`config.mk`:
```
export PLATFORM = sky130hd
export DESIGN_NAME = uart_rx_param
export DESIGN_NICKNAME = d
export VERILOG_FILES = /design/src/rtl/uart_rx_param.sv
export SDC_FILE = /design/constraint.sdc
export NUM_CORES = 1
export LEC_CHECK = 0
export BUFFER_PORTS_ARGS = -buffer_cell sky130_fd_sc_hd__buf_2
export CAP_MARGIN = 25
export CORE_UTILIZATION = 23
export CTS_CLUSTER_SIZE = 8
export DETAILED_ROUTE_END_ITERATION = 10
export SLEW_MARGIN = 10
export SYNTH_ARGS = -nofsm -noshare
export SYNTH_HDL_FRONTEND = slang
export SYNTH_SLANG_ARGS = --single-unit
```
`constraint.sdc`:
```
create_clock -name Clk -period 2.9 [get_ports Clk]
set_input_delay 0 -clock Clk [delete_from_list [all_inputs] [get_ports Clk]]
set_output_delay 0 -clock Clk [all_outputs]
set_load 0.03 [all_outputs]
```
`src/rtl/uart_rx_param.sv`:
```
// UART receive engine: 2-flop synchroniser, majority-vote sampling around mid-bit,
// runtime data length / parity, and a single-word ready/valid holding register.
module uart_rx_param #(
  parameter int DW         = 8,
  parameter int OVERSAMPLE = 16
) (
  input  logic          Clk,
  input  logic          Rst_n,
  input  logic          RxEn,
  input  logic          Tick,
  input  logic          Rx,
  input  logic [3:0]    NBits,
  input  logic          ParityEn,
  input  logic          ParityOdd,
  output logic [DW-1:0] RxData,
  output logic          RxValid,
  input  logic          RxReady,
  output logic          FrameErr,
  output logic          ParityErr,
  output logic          Overrun,
  output logic          Busy
);

  localparam int CW = $clog2(OVERSAMPLE);
  localparam logic [CW-1:0] CNT_MAX = CW'(OVERSAMPLE - 1);
  localparam logic [CW-1:0] SMP0    = CW'(OVERSAMPLE / 2 - 1);
  localparam logic [CW-1:0] SMP1    = CW'(OVERSAMPLE / 2);
  localparam logic [CW-1:0] SMP2    = CW'(OVERSAMPLE / 2 + 1);

  typedef enum logic [2:0] {S_IDLE, S_START, S_DATA, S_PARITY, S_STOP} state_t;

  logic          rx_meta_q, rxs_q, rxs_prev_q;
  state_t        state_q;
  logic [CW-1:0] cnt_q;
  logic          s0_q, s1_q;
  logic [3:0]    bit_idx_q, nbits_q;
  logic          par_en_q, par_odd_q, frame_perr_q;
  logic [DW-1:0] shift_q;
  logic [DW-1:0] data_q;
  logic          valid_q, ferr_q, perr_q, ovr_q, busy_q;

  logic          fall_d, wrap_d, vote_tick_d, vote_d, accept_d, frame_done_d;
  logic [CW-1:0] cnt_d;
  logic [3:0]    nbits_sel_d, shamt_d;

  assign fall_d       = rxs_prev_q & ~rxs_q;
  assign wrap_d       = Tick && (cnt_q == CNT_MAX);
  assign vote_tick_d  = Tick && (cnt_q == SMP2);
  assign vote_d       = (s0_q & s1_q) | (s0_q & rxs_q) | (s1_q & rxs_q);
  assign cnt_d        = (cnt_q == CNT_MAX) ? '0 : cnt_q + 1'b1;
  assign nbits_sel_d  = (NBits < 4'd5 || NBits > 4'(DW)) ? 4'(DW) : NBits;
  assign shamt_d      = 4'(DW) - nbits_q;
  assign accept_d     = valid_q & RxReady;
  assign frame_done_d = (state_q == S_STOP) && RxEn && vote_tick_d;

  always_ff @(posedge Clk or negedge Rst_n) begin
    if (!Rst_n) begin
      rx_meta_q  <= 1'b1;
      rxs_q      <= 1'b1;
      rxs_prev_q <= 1'b1;
    end else begin
      rx_meta_q  <= Rx;
      rxs_q      <= rx_meta_q;
      rxs_prev_q <= rxs_q;
    end
  end

  always_ff @(posedge Clk or negedge Rst_n) begin
    if (!Rst_n) begin
      state_q      <= S_IDLE;
      cnt_q        <= '0;
      s0_q         <= 1'b1;
      s1_q         <= 1'b1;
      bit_idx_q    <= '0;
      nbits_q      <= 4'(DW);
      par_en_q     <= 1'b0;
      par_odd_q    <= 1'b0;
      frame_perr_q <= 1'b0;
      shift_q      <= '0;
      busy_q       <= 1'b0;
    end else if (state_q != S_IDLE && !RxEn) begin
      state_q <= S_IDLE;
      busy_q  <= 1'b0;
    end else begin
      if (Tick && state_q != S_IDLE) begin
        cnt_q <= cnt_d;
        if (cnt_q == SMP0) s0_q <= rxs_q;
        if (cnt_q == SMP1) s1_q <= rxs_q;
      end
      case (state_q)
        S_IDLE: begin
          if (RxEn && fall_d) begin
            state_q      <= S_START;
            busy_q       <= 1'b1;
            cnt_q        <= '0;
            nbits_q      <= nbits_sel_d;
            par_en_q     <= ParityEn;
            par_odd_q    <= ParityOdd;
            bit_idx_q    <= '0;
            shift_q      <= '0;
            frame_perr_q <= 1'b0;
          end
        end
        S_START: begin
          if (vote_tick_d && vote_d) begin
            state_q <= S_IDLE;
            busy_q  <= 1'b0;
          end else if (wrap_d) begin
            state_q <= S_DATA;
          end
        end
        S_DATA: begin
          if (vote_tick_d) shift_q <= {vote_d, shift_q[DW-1:1]};
          if (wrap_d) begin
            if (bit_idx_q == nbits_q - 4'd1) begin
              state_q   <= par_en_q ? S_PARITY : S_STOP;
              bit_idx_q <= '0;
            end else begin
              bit_idx_q <= bit_idx_q + 4'd1;
            end
          end
        end
        S_PARITY: begin
          // Unreceived positions of shift_q are zero, so the full reduction is the data parity.
          if (vote_tick_d) frame_perr_q <= ((vote_d ^ (^shift_q)) != par_odd_q);
          if (wrap_d) state_q <= S_STOP;
        end
        S_STOP: begin
          if (vote_tick_d) begin
            state_q <= S_IDLE;
            busy_q  <= 1'b0;
          end
        end
        default: begin
          state_q <= S_IDLE;
          busy_q  <= 1'b0;
        end
      endcase
    end
  end

  always_ff @(posedge Clk or negedge Rst_n) begin
    if (!Rst_n) begin
      data_q  <= '0;
      valid_q <= 1'b0;
      ferr_q  <= 1'b0;
      perr_q  <= 1'b0;
      ovr_q   <= 1'b0;
    end else if (frame_done_d) begin
      if (!valid_q || RxReady) begin
        data_q  <= shift_q >> shamt_d;
        valid_q <= 1'b1;
        ferr_q  <= ~vote_d;
        perr_q  <= frame_perr_q;
        ovr_q   <= accept_d ? 1'b0 : ovr_q;
      end else begin
        ovr_q <= 1'b1;
      end
    end else if (accept_d) begin
      valid_q <= 1'b0;
      ovr_q   <= 1'b0;
    end
  end

  assign RxData    = data_q;
  assign RxValid   = valid_q;
  assign FrameErr  = ferr_q;
  assign ParityErr = perr_q;
  assign Overrun   = ovr_q;
  assign Busy      = busy_q;

endmodule
```
# ---- Word level (Yosys, flattened, before mapping)
# Cells that the tools add are included.
dict set report word_totals {
  regBits 44
  input_bits 12
  out_inout_bits 13
  wordCells 125
}
dict set report op_classes {
  n_addsub 4
  n_lt_le_gt_ge 2
  n_eq_ne 23
  shifts 1
  muxes 36
  bitwise 11
  n_reduce_logical 29
}
# cell n
set ops {}
lappend ops {{2-to-1 mux 4 bit} 8}
lappend ops {{2-to-1 mux 3 bit} 9}
lappend ops {{2-to-1 mux 8 bit} 2}
lappend ops {{one-hot mux 8 bit (2 select lines)} 1}
lappend ops {{AND reduction 4 bit} 4}
lappend ops {{!= test 3 bit, second input constant} 5}
lappend ops {{one-hot mux 3 bit (5 select lines)} 1}
lappend ops {{== test 4 bit, second input constant} 3}
lappend ops {{2-to-1 mux 1 bit} 12}
lappend ops {{AND reduction 3 bit} 3}
lappend ops {{adder 4 x 1 -> 4 bit, second input constant} 2}
lappend ops {{logical AND 1 bit} 8}
lappend ops {{!= test 2 bit, second input constant} 4}
lappend ops {{one-hot mux 4 bit (2 select lines)} 1}
lappend ops {{parity 8 bit} 1}
lappend ops {{right shift 8 x 4 -> 8 bit} 1}
lappend ops {{== test 3 x 2 -> 1 bit, second input constant} 2}
lappend ops {{AND reduction 6 bit} 1}
lappend ops {{nonzero test 2 bit} 3}
lappend ops {{bitwise AND 1 bit} 5}
lappend ops {{== test 4 x 3 -> 1 bit, second input constant} 1}
lappend ops {{== test 4 bit} 1}
lappend ops {{> comparator 4 bit, second input constant} 1}
lappend ops {{< comparator 4 x 3 -> 1 bit, second input constant} 1}
lappend ops {{19 further kinds} 26}

# ---- Longest topological paths before layout
# Gate-level depths: netlist of the first run.
dict set report logic_depth {
  word_depth 7
  depth_mapped 8
}

# ---- Least setup slack after synthesis of the first run
# No wires, ideal clock.
dict set report synth_path {
  path_type {register to register}
  from {register nbits_q[0]}
  to {register bit_idx_q[2]}
  setup_time_ns 0.126
  arrival_ns 2.056
  required_time_ns 2.774
  slack_ns 0.718
  path_stages_with_launch 8
  n_path_buf 1
  cell_sequence {dfrtp_1 buf_2 inv_1 ha_1 xor3_1 nor3_4 a21oi_2 a221o_1}
}
dict set report synth_via {
  elab_chain_cells 5
}
# item line
set synth_rtl {}
lappend synth_rtl {{from (decl)} 36} ;# logic [3:0] bit_idx_q, nbits_q;
lappend synth_rtl {{from (signal assigned)} 75} ;# nbits_q <= 4'(DW);
lappend synth_rtl {{from (signal assigned)} 96} ;# nbits_q <= nbits_sel_d;
lappend synth_rtl {{subtractor 4 x 1 -> 4 bit} 115} ;# if (bit_idx_q == nbits_q - 4'd1) begin
lappend synth_rtl {{== test 4 bit} 115}
lappend synth_rtl {{2-to-1 mux 4 bit} 115}
lappend synth_rtl {{2-to-1 mux 4 bit} 114} ;# if (wrap_d) begin
lappend synth_rtl {{one-hot mux 4 bit (2 select lines)} 90} ;# case (state_q)
lappend synth_rtl {{to (signal assigned)} 119} ;# bit_idx_q <= bit_idx_q + 4'd1;
lappend synth_rtl {{to (decl)} 36}
# No other way between the ends. The select of a mux whose other input is x is not followed.
# A chain may end at the register's enable or synchronous reset.

# ---- Final worst setup path of the first run
# Ends and elaborated chain as after synthesis.

==> flow_summary.yaml, run 1 <==
synthesis:
  synth_nets: 269
  async_flop_share_pct: 100.0
  synth_most_common_cell: "dfrtp_1"
  synth_top_area_share_pct: 36.71
  synth-main-ff-cell: "dfrtp_1"
  yosys_warnings: 0
  synth.avg_cell_area_um2: 10.32
  synth_edf_count: 0
  synthCells: 251
  synthTopCellsByArea: "dfrtp_1, dfstp_2, o21ai_0"
  synth-seq-cells: 44
  yosysSeqAreaShare_pct: 42.80
  yosysTopAreaCell: "dfrtp_1"
  yosys.cell_types.count: 60
  synth_common_cells: "dfrtp_1, nand2_1, o21ai_0, inv_1, nand3_1"
  synth_area_um2: 2590
critical_path:
  required_ps: 3090
  r2r_end: "bit_idx_q[2]"
  rr_worst_depth: 6
  crit_type: "reg -> reg"
  cp_max_fo: 12
  worst-r2r-setup-slack_ps: 780
  startpoint_type: "register"
  cp.arrival_ps: 2310
  cp-end-kind: "register"
  r2r_start: "nbits_q[0]"
clocking:
  cts_buffers: 5
  tritoncts: "yes"
  postCtsSetupBuffers: 0
  cts-root-buf: "clkbuf_8"
  clkLatencyLatePin_ps: 300
  clock-sinks: 44
  clkTransAtPathRegs_ps: 80
  htreeDepth: 2
  cts_buffer_depth: 2
grt:
  antenna_found_initial: 0
  grt_first_pass_wirelength_mm: 9.784
  grt_pass1_vias: 1954
  grt_remaining_overflow: 0
  grt_max_degree: 45
  grt_use_total_pct: 10.72
floorplan:
  die_x_um: 108.1
  die_area_um2: 11690
  rows: 38
  coreArea_um2: 10890
  io_pins: 25
  die-height_um: 108.1
  initial_core_util_pct: 23.79
timing:
  relSlewSlack_pct: 38.11
  fmax_ghz: 0.4715
  fin_skew_ps: 10.74
  fin_setup_tns_ps: 0
  finalWorstSetupSlack_ps: 779.3
  finalMaxSlewViolations: 0
  finalCritPeriodShare_pct: 73.13
  worstMarginPinSlew_ps: 928.3
  rsz0062_at_grt: "false"
  setup_viol: 0
  hold_viol: 0
  finalCriticalPeriod_ps: 2121
place:
  dpl.cell_count: 404
  io_buffers: 24
  dpl.hpwl_mm: 4.160
  place_ws_ps: 786.3
  gp_congestion: 0.7837
status:
  status: "completed"
route:
  routedWlPerCell_um: 13.54
  drt-pass1-iter-count: 4
  ant_nets: 0
  drc: 0
  vias_per_cell: 4.607
  first_iter_violations: 87
  dr_total_vias: 1935
  totalWireLength_mm: 5.688
finish:
  area_delta_synth_final_pct: 16.18
  finalNonFillerCells: 420
  nFillCells: 1171
  antenna_cells: 0
  fin_nets: 297
  drive_gt1_share_pct: 20.71
power:
  p_leak_uw: 0.001282
  vdd_drop_max_mv: 0.1645
  power_density_nw_per_um2: 445.9
  finalPower_uw: 1342
hold_path:
  hold_path.class: "in -> reg"
  hold_end: "nbits_q[1]"
  whs_path_depth: 4
  min_from: "NBits[3]"
flow_run:
  max_cap_viol_count: 0
## critical path: stages (launching register included)
cell	delay, ps
dfrtp_1	360
inv_1	90
ha_1	570
xnor2_1	180
nor3_4	340
a21oi_2	120
a221o_1	350
## what timing repair did
action	in CTS	in global routing
resized for setup	0	0
hold endpoints to repair	45	0
hold buffers	7	0
## report_power, final
group          total [uW]  switching, uW  internal (uW)  leakage, uW
Clock                 407            213            194    0.0000445
Combinational         262            150            112     0.000652
Sequential            673           30.4            642     0.000586
## final cells by class
class,instances,area (um2),area share [%]
tap,140,175.2,5.821
clock buffer,7,86.33,2.869
inverter,14,52.55,1.746
multi-input combinational,180,1354,44.99
clock inverter,1,7.507,0.2495
timing repair buffer,34,225.2,7.484
sequential,44,1109,36.84
## how the worst max path moves through the flow
stage	start	to	slack, ps	depth (start not counted)
after floorplan	nbits_q[0]	bit_idx_q[2]	720	7
after global placement	cnt_q[1]	RxData[7]	850	6
after detailed placement	nbits_q[0]	bit_idx_q[2]	790	6
after CTS	nbits_q[0]	bit_idx_q[2]	760	6
after global routing	cnt_q[1]	RxData[4]	590	6
final	nbits_q[0]	bit_idx_q[2]	780	6
## registers in the layout (all words and copies together), names as in the netlist
name	cells
rx_meta_q	1
shift_q	8
s1_q	1
par_en_q	1
Busy	1
par_odd_q	1
FrameErr	1
ParityErr	1
frame_perr_q	1
Overrun	1
cnt_q	4
state_q	3
rxs_q	1
nbits_q	4
s0_q	1
RxData	8
rxs_prev_q	1
bit_idx_q	4
RxValid	1
## cells in the final DEF, fill, tap and decap left out, types with 3 or more instances in the layout
cell            n
a21oi_1         6
a22o_1          7
a31oi_1         3
buf_2          24
clkbuf_8        6
dfrtp_1        38
dfstp_2         6
dlygate4sd3_1   7
ha_1            6
inv_1          14
mux2_2          4
mux2i_1         8
mux4_2          3
nand2_1        25
nand2b_1        4
nand3_1        14
nand3b_1        3
nand4_1         4
nor2_1          7
nor2b_1         4
nor3_1          3
o211ai_1        3
o21ai_0        19
o21ai_1         3
xnor2_1         9
xor2_1          5
## per-layer routing
layer | GRT usage (%) | routed length, um
met1 | 14.31 | 2823
met2 | 16.97 | 2611
met3 | 2.351 | 189
met4 | 3.816 | 63
met5 | 0 | 0
## per-stage QoR
step	hold slack, ps	util [%]	area [um2]
2_1_floorplan	-295.6	-	2590
4_1_cts	18.95	27.45	2989
6_report	26.17	27.64	3009
3_3_place_gp	105.8	25.95	2825
3_5_place_dp	106.5	25.95	2825
5_1_grt	40.81	27.64	3009
## cell families (layout without fill, tap and decap cells)
family	after synthesis	count (layout)	synth area share, %
multiplexers	15	15	7.439
adder cells (fa/ha/maj)	7	7	3.285
XOR/XNOR	16	16	6.522
flip-flops	44	44	42.80
AO/OA/AOI/OAI	61	61	17.15
AND/OR/NAND/NOR	81	81	17.87
buffers and inverters	27	56	4.927
Power figures use the tool's default switching activity.
==> inputs of run 2 (changes only) <==
Settings changed: ABC_AREA set to 1.
Clock period 2.9 ns to 1.82 ns, I/O delays scaled along.
==> flow_summary.yaml, run 2 <==
timing:
  relSlewSlack_pct: 63.64
  holdWs_ps: 41.44
  worstMarginPinSlew_ps: 545.4
  finalCriticalPeriod_ps: 1713
  finalCritPeriodShare_pct: 94.13
  setup_viol: 0
  rsz0062_at_grt: "true"
  finalWorstSetupSlack_ps: 106.7
  hold_viol: 0
  finalMaxSlewViolations: 0
  fmax_ghz: 0.5837
  fin_skew_ps: 15.77
route:
  totalWireLength_mm: 5.474
  routedWlPerCell_um: 10.80
  first_iter_violations: 81
  vias_per_cell: 4.337
  dr_total_vias: 2199
  drc: 0
  drt-pass1-iter-count: 4
  ant_nets: 0
synthesis:
  async_flop_share_pct: 100.0
  synth_nets: 344
  synth-seq-cells: 44
  synth-main-ff-cell: "dfrtp_1"
  yosysTopAreaCell: "dfrtp_1"
  synth_common_cells: "nand2_1, dfrtp_1, inv_1, nand3_1, o21ai_0"
  synthTopCellsByArea: "dfrtp_1, nand2_1, dfstp_2"
  yosysSeqAreaShare_pct: 43.18
  synth_most_common_cell: "nand2_1"
  synthCells: 326
  synth.avg_cell_area_um2: 7.876
  synth_edf_count: 0
  synth_area_um2: 2567
  synth_top_area_share_pct: 37.04
  yosys.cell_types.count: 41
  yosys_warnings: 0
hold_path:
  hold_end: "nbits_q[1]"
  whs_path_depth: 4
  hold_path.class: "in -> reg"
  min_from: "NBits[3]"
flow_run:
  max_cap_viol_count: 0
finish:
  drive_gt1_share_pct: 20.44
  fin_util_pct: 28.61
  area_delta_synth_final_pct: 20.81
  fin_nets: 384
  antenna_cells: 0
  nFillCells: 1208
  design_area_um2: 3102
  layout_commonest_cell: "nand2_1"
  layout_common_cells: "nand2_1, dfrtp_1, inv_1, buf_2, nand3_1"
floorplan:
  initial_core_util_pct: 23.68
  die_x_um: 107.7
  coreArea_um2: 10840
  die-height_um: 107.7
  io_pins: 25
  rows: 38
  die_area_um2: 11590
critical_path:
  critPathMaxStageDelay_ps: 400
  required_ps: 2050
  startpoint_type: "register"
  crit_slowest_cell: "dfrtp_1"
  path_cells: "inv_1 > ha_1 > nand4_1 > nand2_1 > o21ai_0 > inv_1 > nand3_1 > nand2_2 > nand2_1 > nand2_1"
  timing.critical_path.mode_cell: "nand2_1"
  r2r_end: "state_q[0]"
  cp.arrival_ps: 1940
  rr_worst_depth: 10
  cp-end-kind: "register"
  worst-r2r-setup-slack_ps: 110
  crit_type: "reg -> reg"
  r2r_start: "cnt_q[1]"
  cp_max_fo: 4
clocking:
  cts_buffer_depth: 2
  htreeDepth: 2
  clkLatencyLatePin_ps: 300
  clkTransAtPathRegs_ps: 90
  tritoncts: "yes"
  cts_buffers: 5
  clock-sinks: 44
  cts-root-buf: "clkbuf_8"
grt:
  grt_first_pass_wirelength_mm: 9.466
  grt_use_total_pct: 10.19
  grt_pass1_vias: 2106
  antenna_found_initial: 0
  grt_remaining_overflow: 0
  grt_max_degree: 25
place:
  io_buffers: 24
  gp_congestion: 0.8098
  placed_area_um2: 2868
  dpl.hpwl_mm: 4.148
  place_ws_ps: 111.0
power:
  p_leak_uw: 0.001491
  vdd_drop_max_mv: 0.4246
  power_density_nw_per_um2: 1371
status:
  status: "completed"
[run 2: cell type report]
cell class	count	area, um2	area share, %
Clock buffer	5	68.82	2.219
Clock inverter	3	21.27	0.6858
Inverter	37	143.9	4.639
Multi-Input combinational cell	238	1321	42.60
Sequential cell	44	1110	35.78
Tap cell	140	175.2	5.647
Timing Repair Buffer	40	261.5	8.431
[run 2: power by group]
| group | internal [uW] | switching, uW | total, uW |
|---|---|---|---|
| Sequential | 1210 | 234 | 1450 |
| Combinational | 777 | 1390 | 2170 |
| Clock | 273 | 366 | 639 |
[run 2: worst max-delay path, delay by kind of cell (launching register included)]
kind / cells / cell delay [ps]
flip-flops: 1 / 400
buffers and inverters: 2 / 190
AO/OA/AOI/OAI: 1 / 130
adder cells (fa/ha/maj): 1 / 150
AND/OR/NAND/NOR: 6 / 790
[run 2: cells by family (layout without fill, tap and decap cells)]
family	after synthesis	count (layout)	share of synthesized area [%]
buffers and inverters	44	85	7.163
AOI/OAI and AO/OA	57	57	14.08
xor gates and xnor gates	12	12	4.386
adders and majority gates	6	6	2.924
and+or+nand+nor	162	162	27.83
muxes	1	1	0.4386
DFF	44	44	43.18
[run 2: metal layers]
layer  track usage, %  part of all wire [%]  up-vias
met5                0                     0        -
met4            2.348                  0.49        0
met3            1.695                   2.0        4
met2            17.95                    49       27
met1            12.90                    49     1030
li1                 -                     -     1138
[run 2: worst max-delay path by stage]
stage,from,endpoint,slack [ps],depth (start not counted)
after detailed placement,cnt_q[1],RxData[6],110,7
after global routing,cnt_q[1],state_q[0],-30,10
after global placement,cnt_q[1],RxData[6],200,7
final,cnt_q[1],state_q[0],110,10
after CTS,cnt_q[1],RxData[6],80,7
after floorplan,nbits_q[0],state_q[0],120,13
[run 2: timing repair]
| action | 4_1_cts | 5_1_grt |
|---|---|---|
| endpoints found under the hold margin | 30 | 0 |
| hold buffers | 7 | 0 |
| resized for setup | 0 | 10 |
| setup endpoints to repair | 0 | 7 |
| buffers inserted | 0 | 3 |
[run 2: stage by stage]
stage	std cells	total power, uW	setup TNS, ps
3_3_place_gp	489	3464	0
5_1_grt	507	4649	-61.91
2_1_floorplan	326	3047	0
4_1_cts	504	4173	0
6_report	507	4253	0
3_5_place_dp	489	3499	0
==> inputs of run 3 (changes only) <==
Settings changed: CORE_UTILIZATION 23 to 52, PLACE_DENSITY set to 0.71.
==> flow_summary.yaml, run 3 (synthesized netlist as in run 2, its figures left out) <==
route:
  routedWlPerCell_um: 11.99
  top_layer: "met4"
  vias_per_cell: 5.060
  ant_nets: 0
  met2_length_mm: 2.412
  drt-pass1-iter-count: 6
  wl_met3_um: 141
  first_iter_violations: 92
  drc: 0
  dr_total_vias: 2181
  totalWireLength_mm: 5.168
  met1_length_mm: 2.558
timing:
  setup_viol: 0
  finalCritPeriodShare_pct: 90.88
  relSlewSlack_pct: 48.15
  hold_viol: 0
  rsz0062_at_grt: "false"
  fmax_ghz: 0.6046
  worstMarginPinSlew_ps: 777.7
  finalMaxSlewViolations: 0
  fin_setup_tns_ps: 0
  finalCriticalPeriod_ps: 1654
  fin_skew_ps: 10.78
critical_path:
  rr_worst_depth: 10
  timing.critical_path.mode_cell: "nand2_1"
  cp.arrival_ps: 1900
  startpoint_type: "register"
  crit_slowest_cell: "dfrtp_1"
  crit_type: "reg -> reg"
  critPathMaxStageDelay_ps: 400
  crit_family: "simple AND/OR/NAND/NOR gates"
  worst-r2r-setup-slack_ps: 170
  required_ps: 2070
  path_cells: "inv_1 > ha_1 > nand4_1 > nand2_1 > o21ai_0 > inv_1 > nand3_1 > nand2_1 > nand2_1 > nand2_1"
  r2r_end: "state_q[0]"
  r2r_start: "cnt_q[1]"
  cp_max_fo: 4
  crit_buf_inv: 2
  cp-end-kind: "register"
clocking:
  clkTransAtPathRegs_ps: 80
  clock-sinks: 44
  clkLatencyLatePin_ps: 310
  tritoncts: "yes"
  cts_buffers: 5
  cts_buffer_depth: 2
  htreeDepth: 2
  cts-root-buf: "clkbuf_8"
  postCtsSetupBuffers: 0
hold_path:
  min_from: "NBits[3]"
  whs_path_depth: 4
  hold_end: "nbits_q[1]"
  hold_path.class: "in -> reg"
floorplan:
  initial_core_util_pct: 54.36
  die-height_um: 72.27
  io_pins: 25
  coreArea_um2: 4723
  rows: 25
  die_x_um: 72.27
  die_area_um2: 5222
finish:
  fin_util_pct: 63.50
  antenna_cells: 0
  area_delta_synth_final_pct: 16.81
  nFillCells: 411
  drive_gt1_share_pct: 17.86
  ff_latch_area_um2: 1109
  fin_nets: 381
  multi_input_area_um2: 1291
  layout_common_cells: "nand2_1, dfrtp_1, inv_1, buf_2, nand3_1"
  finalNonFillerCells: 431
  layout_commonest_cell: "nand2_1"
place:
  dpl.hpwl_mm: 3.850
  dpl.cell_count: 416
  io_buffers: 24
  gp_congestion: 0.8552
power:
  power_density_nw_per_um2: 1475
  vdd_drop_max_mv: 0.7383
  p_leak_uw: 0.001492
grt:
  grt_max_degree: 36
  antenna_found_initial: 0
  grt_first_pass_wirelength_mm: 9.149
  grt_use_total_pct: 22.45
  grt_pass1_vias: 2174
  grt_remaining_overflow: 0
status:
  status: "completed"
flow_run:
  max_cap_viol_count: 0
run 3: changes by cell type in the layout (fill, tap and decap cells not counted), moves of 2 or more:
| cell | previous run | this run |
|---|---|---|
| bufinv_16 | 0 | 2 |
| o31ai_2 | 6 | 2 |
| o31ai_1 | 5 | 9 |
| buf_4 | 8 | 5 |
run 3: how the worst max path moves through the flow:
stage	from	cells after the start	endpoint	slack (ps)
finish	cnt_q[1]	10	state_q[0]	170
detailed placement	cnt_q[1]	7	RxData[4]	170
floorplan	nbits_q[0]	13	state_q[0]	120
global placement	state_q[2]	8	bit_idx_q[3]	240
global route	cnt_q[1]	8	RxData[1]	4
CTS	cnt_q[1]	7	RxData[4]	130
run 3: layout make-up:
cell class | instances | share of cell area (%)
Sequential cell | 44 | 36.96
Inverter | 37 | 4.798
Tap cell | 67 | 2.795
Clock buffer | 6 | 2.420
Clock inverter | 2 | 2.003
Multi-Input combinational cell | 238 | 43.05
Timing Repair Buffer | 37 | 7.968
run 3: report_power, final:
group | leakage [uW] | switching, uW | internal, uW | total, uW
combinational | 0.000852 | 1330 | 752 | 2090
clock | 0.0000654 | 345 | 549 | 894
sequential | 0.000574 | 231 | 1210 | 1440
total | 0.00149 | 1910 | 2510 | 4420
run 3: tightest hold or removal path, delay by kind of cell:
kind | cells | cell delay [ps]
simple gates | 2 | 130
compound gates | 1 | 80
buf+inv | 1 | 70
run 3: what timing repair did:
item / in CTS / in global routing
endpoints found under the hold margin: 35 / 0
endpoints found under the setup margin: 0 / 1
hold buffers: 7 / 0
resized for setup: 0 / 3
run 3: per-layer routing:
metal | up-vias | GRT usage, %
met5 | - | 0
met4 | 0 | 7.407
met3 | 5 | 4.583
met2 | 27 | 38.21
met1 | 1020 | 28.56
li1 | 1129 | -
run 3: stage by stage:
| stage | setup slack [ps] | hold WS, ps | cell area [um2] | total power (uW) |
|---|---|---|---|---|
| 3_3_place_gp | 240.5 | 105.0 | 2776 | 3443 |
| 3_5_place_dp | 165.4 | 108.3 | 2776 | 3490 |
| 5_1_grt | 3.867 | 39.30 | 2999 | 4833 |
| 6_report | 166.0 | 19.60 | 2999 | 4424 |
| 4_1_cts | 132.9 | 16.05 | 2979 | 4410 |
| 2_1_floorplan | 123.7 | -295.6 | 2567 | 3047 |
